<file path="src/rtl/rx_pkg.sv">
// Shared types and sizing helpers for the serial word receiver.
package rx_pkg;
    typedef enum logic [1:0] {
        IDLE   = 2'd0,
        SHIFT  = 2'd1,
        PARITY = 2'd2
    } state_t;

    localparam int DEFAULT_WIDTH = 4;

    function automatic int cnt_w(input int width);
        return $clog2(width + 1);
    endfunction
endpackage

</file>
<file path="src/rtl/rx_shift_reg.sv">
// Direction-selectable deserialising shift register with synchronous clear.
module rx_shift_reg
    import rx_pkg::*;
#(
    parameter int WIDTH = DEFAULT_WIDTH
) (
    input  logic             clk,
    input  logic             rst_n,
    input  logic             clear,
    input  logic             enable,
    input  logic             msb_first,
    input  logic             sin,
    output logic [WIDTH-1:0] q,
    output logic [WIDTH-1:0] q_next
);
    // q_next is exported so the top can capture the word on its final data bit.
    always_comb begin
        q_next = msb_first ? {q[WIDTH-2:0], sin} : {sin, q[WIDTH-1:1]};
    end

    always_ff @(posedge clk or negedge rst_n) begin
        if (!rst_n) begin
            q <= '0;
        end else if (clear) begin
            q <= '0;
        end else if (enable) begin
            q <= q_next;
        end
    end
endmodule

</file>
<file path="src/rtl/serial_word_receiver.sv">
// Serial-to-parallel receiver: frame FSM, bit counter, optional even parity
// and a one-entry valid/ready output buffer.
module serial_word_receiver
    import rx_pkg::*;
#(
    parameter int WIDTH     = DEFAULT_WIDTH,
    parameter bit PARITY_EN = 1'b1
) (
    input  logic             clk,
    input  logic             rst_n,
    input  logic             start,
    input  logic             msb_first,
    input  logic             sin,
    input  logic             sin_valid,
    output logic [WIDTH-1:0] word_out,
    output logic             word_valid,
    input  logic             word_ready,
    output logic             parity_err,
    output logic             overrun,
    output logic             busy
);
    localparam int CW = cnt_w(WIDTH);

    state_t           state, state_nx;
    logic [CW-1:0]    cnt, cnt_nx;
    logic             dir, dir_nx;
    logic             sr_clear, sr_en;
    logic [WIDTH-1:0] sr, sr_shifted;
    logic             done;
    logic [WIDTH-1:0] done_word;
    logic             done_perr;
    logic             done_p0;
    logic [WIDTH-1:0] done_word_p0;
    logic             done_perr_p0;

    rx_shift_reg #(.WIDTH(WIDTH)) u_shift (
        .clk       (clk),
        .rst_n     (rst_n),
        .clear     (sr_clear),
        .enable    (sr_en),
        .msb_first (dir),
        .sin       (sin),
        .q         (sr),
        .q_next    (sr_shifted)
    );

    // start has priority over everything, including a completing bit.
    always_comb begin
        state_nx  = state;
        cnt_nx    = cnt;
        dir_nx    = dir;
        sr_clear  = 1'b0;
        sr_en     = 1'b0;
        done      = 1'b0;
        done_word = sr;
        done_perr = 1'b0;
        if (start) begin
            state_nx = SHIFT;
            cnt_nx   = '0;
            dir_nx   = msb_first;
            sr_clear = 1'b1;
        end else begin
            case (state)
                SHIFT: begin
                    if (sin_valid) begin
                        sr_en  = 1'b1;
                        cnt_nx = cnt + CW'(1);
                        if (cnt == CW'(WIDTH - 1)) begin
                            if (PARITY_EN) begin
                                state_nx = PARITY;
                            end else begin
                                state_nx  = IDLE;
                                done      = 1'b1;
                                done_word = sr_shifted;
                            end
                        end
                    end
                end
                PARITY: begin
                    if (sin_valid) begin
                        state_nx  = IDLE;
                        done      = 1'b1;
                        done_perr = (^sr) ^ sin;
                    end
                end
                default: ;
            endcase
        end
    end

    // Stage p0: frame control plus the completed word awaiting the buffer.
    always_ff @(posedge clk or negedge rst_n) begin
        if (!rst_n) begin
            state        <= IDLE;
            cnt          <= '0;
            dir          <= 1'b0;
            done_p0      <= 1'b0;
            done_word_p0 <= '0;
            done_perr_p0 <= 1'b0;
        end else begin
            state        <= state_nx;
            cnt          <= cnt_nx;
            dir          <= dir_nx;
            done_p0      <= done;
            done_word_p0 <= done_word;
            done_perr_p0 <= done_perr;
        end
    end

    // Output buffer: a full, unaccepted buffer drops the new word and flags overrun.
    always_ff @(posedge clk or negedge rst_n) begin
        if (!rst_n) begin
            word_out   <= '0;
            word_valid <= 1'b0;
            parity_err <= 1'b0;
            overrun    <= 1'b0;
        end else begin
            overrun <= 1'b0;
            if (done_p0) begin
                if (!word_valid || word_ready) begin
                    word_out   <= done_word_p0;
                    parity_err <= done_perr_p0;
                    word_valid <= 1'b1;
                end else begin
                    overrun <= 1'b1;
                end
            end else if (word_valid && word_ready) begin
                word_valid <= 1'b0;
            end
        end
    end

    assign busy = (state != IDLE);
endmodule

</file>
<file path="config.mk">
export PLATFORM = sky130hd
export DESIGN_NAME = serial_word_receiver
export DESIGN_NICKNAME = d
export VERILOG_FILES = /design/src/rtl/rx_pkg.sv /design/src/rtl/rx_shift_reg.sv /design/src/rtl/serial_word_receiver.sv
export SDC_FILE = /design/constraint.sdc
export NUM_CORES = 1
export LEC_CHECK = 0
export BUFFER_PORTS_ARGS = -buffer_cell sky130_fd_sc_hd__buf_2
export CORE_MARGIN = 3
export CORE_UTILIZATION = 53
export CTS_CLUSTER_SIZE = 30
export DETAILED_ROUTE_END_ITERATION = 7
export PLACE_DENSITY = 0.75
export SLEW_MARGIN = 10
export SYNTH_ARGS = -nofsm -noshare
export SYNTH_HDL_FRONTEND = slang
export SYNTH_SLANG_ARGS = --single-unit
</file>
<file path="constraint.sdc">
create_clock -name clk -period 1.5 [get_ports clk]
set_input_delay 0.075 -clock clk [delete_from_list [all_inputs] [get_ports clk]]
set_output_delay 0.075 -clock clk [all_outputs]
set_load 0.02 [all_outputs]
</file>
# Word-level counts from Yosys, hierarchy flattened
# Index checks and enable logic that the tools add are counted.
# W data, S select, Z words.
[word_totals]
mem_count = 0
ramBits = 0
out_inout_bits = 8
mem_bits_ro = 0
regBits = 23
latchBits = 0
elab_cells = 59
[op_classes]
n_shift = 0
muxes = 25
n_lt_le_gt_ge = 0
reduce_logical = 14
eq_ne = 7
add_sub_neg = 1
bitwise_logic = 1
div = 0
mul = 0
[ops]
columns = ["op", "count"]
rows = [
  ["$mux W1", 14],
  ["$mux W4", 3],
  ["$reduce_bool A2 Y1", 5],
  ["$mux W3", 3],
  ["$ne A3 B3 Y1 const B", 3],
  ["$mux W2", 4],
  ["$reduce_and A2 Y1", 3],
  ["$pmux W2 S2", 1],
  ["$reduce_and A4 Y1", 1],
  ["$reduce_xor A4 Y1", 1],
  ["$add A3 B1 Y3 const B", 1],
  ["$eq A3 B2 Y1 const B", 1],
  ["$reduce_bool A3 Y1", 1],
  ["$eq A2 B1 Y1 const B", 1],
  ["$eq A2 B2 Y1 const B", 1],
  ["$ne A2 B1 Y1 const B", 1],
  ["$logic_and A1 B1 Y1", 1],
  ["$logic_not A1 Y1", 1],
  ["$logic_or A1 B1 Y1", 1],
  ["$xor A1 B1 Y1", 1],
]

# Longest topological paths before layout
# Gate-level depths: netlist of run 1.
[logic_depth]
word_depth = 5
ltp_mapped = 5
mapped_depth_nobuf = 5

# Modules after synthesis
# A second synthesis of run 1 with hierarchy kept.
[hier_totals]
cells_unflattened = 72
area_unflattened_um2 = 973.4
[modules_own_cells]
columns = ["module", "cells_each", "area_per_inst_um2", "instances"]
rows = [
  ["serial_word_receiver", 55, 754.5, 1],
  ["rx_shift_reg", 17, 219.0, 1],
]

# Worst setup path after synthesis of run 1
# No wires, ideal clock.
[synth_timing]
path_type = "flip-flop to flip-flop"
from = "register word_valid"
to = "register parity_err"
n_path_buf = 0
t_arrival_ps = 1038
required_time_ps = 1375
path_slack_ps = 337
stages_incl_launch_ff = 4
setup_ps = 125
cell_sequence = "dfrtp_1 > nand2b_1 > nand2_1 > mux2_2"
[synth_between]
elab_chain_len = 3
[synth_rtl]
columns = ["item", "line", "text"]
rows = [
  ["start: declaration", "serial_word_receiver.sv:16", "output logic word_valid,"],
  ["start signal: assignment", "serial_word_receiver.sv:114", "word_valid <= 1'b0;"],
  ["start signal: assignment", "serial_word_receiver.sv:123", "word_valid <= 1'b1;"],
  ["start signal: assignment", "serial_word_receiver.sv:128", "word_valid <= 1'b0;"],
  ["$logic_not A1 Y1", "serial_word_receiver.sv:120", "if (!word_valid || word_ready) begin"],
  ["$logic_or A1 B1 Y1", "serial_word_receiver.sv:120", ""],
  ["$reduce_and A2 Y1 (no line)", "n/a", ""],
  ["end signal: assignment", "serial_word_receiver.sv:122", "parity_err <= done_perr_p0;"],
  ["end: declaration", "serial_word_receiver.sv:18", "output logic parity_err,"],
]
# Every way passes these cells.
# A chain may end at the register's enable or synchronous reset.

# Worst setup path in the final report of run 1
[layout_timing]
from = "register state[0]"
to = "output busy"
[layout_between]
elab_chain_len = 1
[layout_rtl]
columns = ["item", "line", "text"]
rows = [
  ["start: declaration", "serial_word_receiver.sv:24", "state_t state, state_nx;"],
  ["start signal: assignment", "serial_word_receiver.sv:101", "state <= state_nx;"],
  ["$reduce_bool A2 Y1", "serial_word_receiver.sv:133", "assign busy = (state != IDLE);"],
  ["end: declaration", "serial_word_receiver.sv:20", "output logic busy"],
]
# Every way passes these cells.

==> results.json, run 1 <==
{
  "antenna_found_initial": 0,
  "initial_utilization_pct": 58.87,
  "critPathKind": "flop to output port",
  "wire_per_inst_um": 12.13,
  "row_count": 14,
  "yosysTopAreaCell": "dfrtp_1",
  "synth_area_leaders": "dfrtp_1 61%, mux2_2 7.2%, mux2i_1 5.3%",
  "rsz0062_at_grt": "false",
  "power_leakage_nw": 0.5482,
  "fmax_mhz": 797.5,
  "critPathCaptureType": "output port",
  "fin_area_um2": 1065,
  "die_w_um": 48.08,
  "clock_latency_ps": 300,
  "clkTransAtPathRegs_ps": 120,
  "outcome": "completed",
  "netlist.area_leader.share_pct": 61.33,
  "synth_ff_type": "dfrtp_1",
  "synth_adder_area_share_pct": 2.667,
  "critPathMaxFanout": 4,
  "synth.distinct_cells": 23,
  "core_um2": 1594,
  "pre_cts_ws_ps": 302.4,
  "drv_cap": 0,
  "async_reset_ff_share_pct": 100.0,
  "grt_max_degree": 24,
  "synth_area_um2": 938.4,
  "dp_cells": 106,
  "instances_no_fill": 112,
  "grt_pass1_vias": 568,
  "routed_wl_um": 1359,
  "gp_congestion": 0.7995,
  "grt_pass1_wl_um": 2297,
  "utilization_pct": 66.80,
  "grt-ovfl-total": 0,
  "yosys.area_share.simple_pct": 10.27,
  "peakVddDrop_mv": 0.7173,
  "postCtsSetupBuffers": 0,
  "startpoint_type": "flop",
  "avgSynthCellArea_um2": 13.22,
  "max_slew_margin_pct": 67.25,
  "drt_iter0_markers": 8,
  "area_delta_synth_final_pct": 13.47,
  "setup_slack_ps": 246.1,
  "drc": 0,
  "yosys_register_bits": 23,
  "die-area_um2": 2312,
  "synth-edff-count": 0,
  "cts_sinks": 23,
  "fin_worst_skew_ps": 2.707,
  "p_total_mw": 1.053,
  "yosys_warnings": 0,
  "post_cts_resized": 0,
  "worst_pin_slew_ps": 491.3,
  "hold_violations": 0,
  "power_density_nw_per_um2": 989.1,
  "ys_seq_area_share_pct": 61.33,
  "fillers": 125,
  "worstPathRequired_ps": 1420,
  "ios": 15,
  "synth_cells": 71,
  "num_antenna_cells": 0,
  "timing.final.crit_share_pct": 83.59,
  "ant_nets": 0,
  "layout.nets": 98,
  "finalSetupViolCount": 0,
  "clock_path_buffers": 2,
  "drv_slew": 0,
  "numCtsBuffers": 3,
  "dr.pass1.iters": 3,
  "hold_path.class": "input pin to flop",
  "cts_tree": "done",
  "holdWs_ps": 42.70,
  "post-route-min-period_ps": 1254,
  "chipHeight_um": 48.08,
  "arrival_ps": 1180,
  "synth_top_family_by_area": "multiplexers",
  "drive_gt1_share_pct": 28.41,
  "root_buffer": "clkbuf_4",
  "io_buffers": 14,
  "synth_compound_area_share_pct": 5.067,
  "postPlaceCellArea_um2": 1018,
  "fin_tns_setup_ps": 0,
  "yosys-mux-area-fraction_pct": 12.53,
  "syn_nets": 80,
  "post-dp-hpwl_um": 956.2,
  "synth_xor_area_share_pct": 5.200,
  "vias_per_cell": 4.893,
  "gr-usage-all-layers_pct": 15.10,
  "vias": 548,
  "htreeDepth": 1
}
## power breakdown
group          leakage (nW)  total (mW)  switching, mW  internal, mW
clock                0.0150       0.274          0.170         0.104
sequential            0.305       0.672         0.0246         0.648
combinational         0.228       0.107         0.0503        0.0570
## final cells by class
class / instances / area, um2 / area share [%]
Clock buffer: 4 / 26.28 / 2.468
Timing Repair Buffer: 16 / 90.09 / 8.461
Sequential cell: 23 / 575.6 / 54.05
Multi-Input combinational cell: 43 / 335.3 / 31.49
Tap cell: 24 / 30.03 / 2.820
Inverter: 2 / 7.507 / 0.7051
## layout by cell type, fill, tap and decap left out, drive strengths merged
cell and count:
a211oi 5, a21oi 1, and2 1, and3b 2, buf 14, clkbuf 4, dfrtp 23, dlygate4sd3 2
ha 2, inv 2, mux2 6, mux2i 5, nand2 3, nand2b 2, nor2 8, nor2b 1
nor3 1, o21ai 1, or2 1, xnor2 2, xnor3 1, xor2 1
## synthesized netlist by cell type (2+ instances only)
library cell / count
a211oi_1: 5
nor2_1: 8
nand2b_1: 2
dfrtp_1: 23
mux2_2: 6
xnor2_1: 2
ha_1: 2
nand2_1: 3
mux2i_1: 5
inv_1: 2
## worst max-delay path, stage by stage (launching register included)
cell,delay [ps]
dfrtp_1,420
or2_2,300
buf_2,160
## routing by layer
metal,routed length [um],GRT usage (%)
met3,44,3.383
met4,11,9.677
met1,649,17.62
met2,654,24.80
met5,0,0
## logic make-up after synthesis
family                   Yosys count
AO/OA/AOI/OAI                      7
XOR/XNOR                           4
adder cells (fa/ha/maj)            2
buffers and inverters              5
flip-flops                        23
multiplexers                      11
AND/OR/NAND/NOR                   19
## path summary, 6_finish.rpt
check,cells past startpoint,slack [ps],to,start
worst min-delay path,3,40,overrun,word_ready
max in group asynchronous,2,910,cnt[0],rst_n
worst max-delay path,2,250,busy,state[0]
min in group asynchronous,2,260,word_valid,rst_n
worst min register to register,0,460,done_word_p0[2],u_shift.q[2]
worst max register to register,3,280,u_shift.q[3],state[1]
## registers in the layout, indices dropped and copies added (netlist names)
signal        count
done_perr_p0      1
done_word_p0      4
word_out          4
u_shift.q         4
dir               1
state             2
cnt               3
word_valid        1
overrun           1
done_p0           1
parity_err        1
## what timing repair did
item                       4_1_cts  5_1_grt
hold buffers                     2        0
setup endpoints to repair        0        0
hold endpoints to repair        24        0
No activity file was read; power rests on OpenSTA's default activity.
==> run 2, diff against run 1 <==
- ABC_AREA: not set -> 1
- CORE_UTILIZATION: 53 -> 54
- PLACE_DENSITY: 0.75 -> 0.76
- clock period: 1.5 -> 1.2 ns (I/O delays scaled with it)
==> run 2 against run 1 <==
Net effect:
- synthesized cell count rose by 39%
- synthesized area up 7.5%
- combinational power rose by 58%
- clock-buffer cell count is the same
- sequential share of layout area down 4.1 points
- non-clock buffer count is the same
- critical path type is now flop to flop
- largest cell class unchanged
- first-iteration DRC count increased by 25%
- critical endpoint is now cnt[2]
- register-to-register slack got worse by 200 ps
- die area is 4.8% higher
- clock skew increased by 1.7 ps
==> results.json, run 2 <==
{
  "synth_common_cells": "23 x dfrtp_1, 22 x nand2_1, 11 x inv_1",
  "power_density_nw_per_um2": 1198,
  "fin_area_um2": 1151,
  "rr_endpoint": "cnt[2]",
  "power_leakage_nw": 0.6162,
  "synth_area_leaders": "dfrtp_1 57%, nand2_1 8.2%, mux2_4 7.4%",
  "clock_latency_ps": 300,
  "routed_wl_um": 1625,
  "core_um2": 1629,
  "post-route-min-period_ps": 1116,
  "postPlaceCellArea_um2": 1097,
  "grt_max_degree": 24,
  "antenna_found_initial": 0,
  "slowest_stage": "dfrtp_1",
  "initial_utilization_pct": 61.90,
  "ios": 15,
  "max_slew_margin_pct": 67.38,
  "hold_path.class": "input pin to flop",
  "grt_pass1_vias": 646,
  "ant_nets": 0,
  "hold_violations": 0,
  "area_delta_synth_final_pct": 14.14,
  "row_count": 14,
  "drt_iter0_markers": 10,
  "worst_pin_slew_ps": 489.2,
  "hold_path_startpoint": "word_ready",
  "layout.nets": 128,
  "p_int_mw": 1.018,
  "timing.final.crit_share_pct": 93.00,
  "critPathMaxFanout": 3,
  "root_buffer": "clkbuf_4",
  "fin_tns_setup_ps": 0,
  "synth.most_common_cell": "dfrtp_1",
  "fin_worst_skew_ps": 4.404,
  "cts_sinks": 23,
  "rsz0062_at_grt": "false",
  "largestRegisters": "done_word_p0 (4), u_shift.q (4), word_out (4)",
  "clkTransAtPathRegs_ps": 120,
  "finalSetupViolCount": 0,
  "critPathKind": "flop to flop",
  "dr.pass1.iters": 4,
  "drive_gt1_share_pct": 27.97,
  "gp_congestion": 0.8243,
  "switching_share_pct": 26.21,
  "p_sw_mw": 0.3615,
  "die_w_um": 49.22,
  "synth.distinct_cells": 22,
  "clock_path_buffers": 2,
  "grt-ovfl-total": 0,
  "avgSynthCellArea_um2": 10.19,
  "synth_cells": 99,
  "arrival_ps": 1340,
  "seqPwrFrac_pct": 62.2,
  "crit_end": "cnt[2]",
  "drc": 0,
  "ys_seq_area_share_pct": 57.07,
  "synth_area_um2": 1008,
  "r2r_start": "cnt[0]",
  "gr-usage-all-layers_pct": 15.68,
  "drv_cap": 0,
  "synth_ff_type": "dfrtp_1",
  "fmax_mhz": 896.1,
  "io_buffers": 14,
  "final_common_cell": "dfrtp_1",
  "yosys_warnings": 0,
  "path_cells": "ha_2 -> ha_1 -> o31ai_2",
  "vias_per_cell": 4.972,
  "outcome": "completed",
  "num_antenna_cells": 0,
  "synth-edff-count": 0,
  "comb_power_share_pct": 12.3,
  "async_reset_ff_share_pct": 100.0,
  "cts_tree": "done",
  "wire_per_inst_um": 11.44,
  "crit_start": "cnt[0]",
  "max_stage_delay_ps": 420,
  "reg2reg_setup_slack_ps": 80,
  "power_frac_clock_pct": 25.5,
  "numCtsBuffers": 3,
  "htreeDepth": 1,
  "grt_pass1_wl_um": 2884,
  "critPathCaptureType": "flop",
  "layout_common_cells": "23 x dfrtp_1, 22 x nand2_1, 14 x buf_2",
  "startpoint_type": "flop",
  "post-dp-hpwl_um": 1187,
  "die-area_um2": 2422,
  "postCtsSetupBuffers": 0,
  "yosys_register_bits": 23,
  "peakVddDrop_mv": 0.8146,
  "netlist.area_leader.share_pct": 57.07,
  "drv_slew": 0,
  "worstPathRequired_ps": 1420,
  "yosysTopAreaCell": "dfrtp_1",
  "chipHeight_um": 49.22,
  "worst-r2r-cell-count": 3,
  "syn_nets": 108,
  "vias": 706
}
-- run 2: power by group through the flow --
stage | Combinational [mW] | Sequential, mW | Clock [mW]
3_3_place_gp | 0.158 | 0.871 | 0
4_1_cts | 0.171 | 0.859 | 0.358
5_1_grt | 0.199 | 0.866 | 0.394
6_report | 0.169 | 0.858 | 0.351
2_1_floorplan | 0.119 | 0.865 | 0
3_5_place_dp | 0.165 | 0.874 | 0
-- run 2: worst min-delay path by stage --
stage,end,slack (ps),depth (start not counted)
final,overrun,30,4
after global placement,overrun,50,1
after CTS,overrun,30,4
after global routing,u_shift.q[0],20,3
after detailed placement,done_perr_p0,60,1
after floorplan,cnt[0],-240,0
-- run 2: final cells by class --
| class | count | area [um2] |
|---|---|---|
| flip-flops and latches | 23 | 575.6 |
| fillers | 140 | 478.0 |
| multi-input cells | 60 | 370.4 |
| repair buffers | 16 | 90.09 |
| inverters | 15 | 58.81 |
| well taps | 24 | 30.03 |
| clock buffers | 4 | 26.28 |
-- run 2: critical path, delay by kind of cell (launching register included) --
family | cells | cell delay (ps)
fa+ha+maj | 2 | 460
flops | 1 | 420
compound gates | 1 | 160
-- run 2: kinds of logic after synthesis --
kind of cell,share of synthesized area (%)
AOI/OAI and AO/OA,10.05
xor gates and xnor gates,0.8686
adders and majority gates,2.481
buffers and inverters,6.948
DFF,57.07
muxes,7.444
and+or+nand+nor,15.14
-- run 2: stage by stage --
step | utilization, % | total power, mW | hold WS (ps) | setup slack (ps) | std cells
floorplan | - | 0.9842 | -235.6 | 88.37 | 99
global placement | 67.36 | 1.029 | 47.07 | 76.66 | 136
detailed placement | 67.36 | 1.039 | 55.72 | 28.71 | 136
CTS | 70.20 | 1.387 | 26.81 | 2.718 | 142
global route | 70.66 | 1.459 | 23.38 | 3.851 | 142
finish | 70.66 | 1.379 | 32.38 | 84.04 | 142
-- run 2: metal layers --
layer	global-route usage (%)	wire length, um	vias up
met2	26.56	821	14
met1	19.28	717	335
met4	7.109	25	0
met5	0	0	-
li1	-	-	355
met3	2.752	60	2
-- run 2: timing repair --
item                                    CTS  global route
endpoints found under the hold margin    24             0
hold buffers                              2             0
endpoints found under the setup margin    0             1
gates resized for setup                   0             2
==> run 3, diff against run 2 <==
- CORE_UTILIZATION: 54 -> 45
- GPL_TIMING_DRIVEN: not set -> 0
- PLACE_DENSITY: 0.76 -> 0.68
- clock period: 1.2 -> 0.9 ns (I/O delays scaled with it)
==> run 3 against run 2 <==
Net effect:
- the flow now finishes with violations (negative setup slack)
- combinational power increased by 110%
- flip-flop and latch count stayed put
- sequential power increased by 33%
- register-to-register slack worse by 250 ps
- die area is 17% higher
- global-route usage down 1.3 points
- sequential share of layout area shrank 9.7 points
- routed wire length is 18% higher
- non-clock buffer count grew 15
- utilization fell by 0.50 points
- clock-buffer cell count did not move
- largest cell class unchanged
- largest power group unchanged
==> results.json, run 3 (synthesized netlist as in run 2, its figures left out) <==
{
  "outcome": "finished with violations",
  "violations": "negative setup slack",
  "routed_wl_um": 1924,
  "drt_iter0_markers": 3,
  "hold_path_startpoint": "start",
  "die-area_um2": 2845,
  "die_w_um": 53.34,
  "htreeDepth": 1,
  "dr.pass1.iters": 4,
  "post-dp-hpwl_um": 1144,
  "max_stage_delay_ps": 410,
  "fin_area_um2": 1433,
  "worst_pin_slew_ps": 507.2,
  "use_met3_pct": 2.817,
  "power_leakage_nw": 0.7459,
  "final_common_cell": "dfrtp_1",
  "layout.nets": 144,
  "reg2reg_setup_slack_ps": -170,
  "row_count": 16,
  "hold_violations": 0,
  "clock_path_buffers": 2,
  "comb_power_share_pct": 18.2,
  "switching_share_pct": 27.29,
  "clkTransAtPathRegs_ps": 130,
  "fmax_mhz": 937.5,
  "numCtsBuffers": 3,
  "finalSetupViolCount": 18,
  "hold_path.class": "input pin to flop",
  "peakVddDrop_mv": 1.082,
  "startpoint_type": "flop",
  "path_delay_family": "flip-flops",
  "min_to": "cnt[0]",
  "p_sw_mw": 0.5371,
  "grt_max_degree": 24,
  "num_antenna_cells": 0,
  "power_frac_clock_pct": 23.7,
  "grt_busiest_layer": "met2",
  "core_um2": 2042,
  "antenna_found_initial": 0,
  "p_int_mw": 1.431,
  "ant_nets": 0,
  "arrival_ps": 1270,
  "drive_gt1_share_pct": 47.76,
  "critPathCaptureType": "flop",
  "multi_input_area_um2": 464.2,
  "r2r_start": "state[1]",
  "setup_slack_ps": -166.7,
  "crit_buf_inv": 2,
  "critPathKind": "flop to flop",
  "cts_tree": "done",
  "drv_slew": 0,
  "fillers": 158,
  "max_slew_margin_pct": 66.19,
  "cts_sinks": 23,
  "grt_pass1_wl_um": 2918,
  "root_buffer": "clkbuf_4",
  "clock_latency_ps": 300,
  "vias": 778,
  "area_delta_synth_final_pct": 42.06,
  "post-route-min-period_ps": 1067,
  "fin_worst_skew_ps": 6.714,
  "worstPathRequired_ps": 1110,
  "io_buffers": 13,
  "critPathMaxFanout": 3,
  "ios": 15,
  "ff_latch_area_um2": 578.1,
  "drc": 0,
  "met1_usage_pct": 18.41,
  "worst-r2r-cell-count": 5,
  "grt_use_met2_pct": 23.88,
  "power_density_nw_per_um2": 1374,
  "initial_utilization_pct": 49.39,
  "seqPwrFrac_pct": 58.1,
  "path_cells": "inv_2 -> nand3_4 -> inv_4 -> nand2_4 -> a31o_1",
  "grt-ovfl-total": 0,
  "drv_cap": 0,
  "wire_per_inst_um": 11.95,
  "rr_endpoint": "state[0]",
  "slowest_stage": "dfrtp_1",
  "gr-usage-all-layers_pct": 14.40,
  "vias_per_cell": 4.832,
  "grt_pass1_vias": 682,
  "chipHeight_um": 53.34,
  "fin_tns_setup_ps": -1975,
  "layout_common_cells": "21 x dfrtp_1, 15 x nand2_1, 13 x buf_4",
  "timing.final.crit_share_pct": 118.5,
  "largestRegisters": "done_word_p0 (4), u_shift.q (4), word_out (4)",
  "postPlaceCellArea_um2": 1126,
  "hold_depth": 3,
  "gp_congestion": 0.8297,
  "rsz0062_at_grt": "true"
}
## run 3: changes by cell type in the layout (fill, tap and decap cells not counted), moves of 3 or more
cell	before	now
buf_4	0	13
buf_6	0	8
nand2_1	22	15
buf_2	14	6
nand2_2	2	5
o21ai_2	0	3
## run 3: metrics by stage
stage / cells / power, mW / hold slack (ps) / setup slack [ps] / util, %
2_1_floorplan: 99 / 1.321 / -250.6 / -135.3 / -
3_3_place_gp: 139 / 1.384 / 36.65 / -138.6 / 55.15
3_5_place_dp: 139 / 1.395 / 45.09 / -152.2 / 55.15
4_1_cts: 157 / 1.905 / 24.25 / -168.0 / 64.58
5_1_grt: 161 / 2.090 / 16.76 / -224.7 / 70.16
6_report: 161 / 1.968 / 14.18 / -166.7 / 70.16
## run 3: routing by layer
layer  vias up  wire (um)
met1       372        841
met2        17        980
met5         -          0
li1        385          -
met3         4         73
met4         0         29
## run 3: layout make-up
| type | instances | share of cell area (%) |
|---|---|---|
| Multi-Input combinational cell | 60 | 32.40 |
| Timing Repair inverter | 1 | 0.4367 |
| Timing Repair Buffer | 30 | 17.21 |
| Tap cell | 27 | 2.358 |
| Clock buffer | 4 | 1.834 |
| Inverter | 15 | 4.629 |
| Buffer | 1 | 0.7860 |
| Sequential cell | 23 | 40.35 |
## run 3: power by group through the flow
stage | sequential (mW) | clock, mW | combinational, mW
2_1_floorplan | 1.15 | 0 | 0.166
3_3_place_gp | 1.16 | 0 | 0.221
3_5_place_dp | 1.17 | 0 | 0.230
4_1_cts | 1.14 | 0.475 | 0.288
5_1_grt | 1.15 | 0.534 | 0.403
6_report | 1.14 | 0.466 | 0.358
## run 3: what timing repair did
action	in CTS	in global routing
pin swaps	1	4
endpoints found under the setup margin	22	23
resized for setup	15	24
hold buffers	4	0
buffers inserted	10	3
endpoints found under the hold margin	27	0
cloned	0	1
## run 3: worst max-delay path by stage
stage / startpoint / end / slack, ps / cells after the start
after floorplan: word_valid / parity_err / -140 / 3
after global placement: cnt[0] / cnt[2] / -140 / 3
after detailed placement: cnt[0] / cnt[2] / -150 / 3
after CTS: cnt[0] / cnt[2] / -170 / 3
after global routing: u_shift.q[0] / done_perr_p0 / -220 / 6
final: state[1] / state[0] / -170 / 5
## run 3: worst reg2reg max path: cells and delay by family (launching register included)
| family | cells | cell delay (ps) |
|---|---|---|
| AOI/OAI and AO/OA | 1 | 170 |
| buffers and inverters | 2 | 210 |
| DFF | 1 | 410 |
| and+or+nand+nor | 2 | 190 |
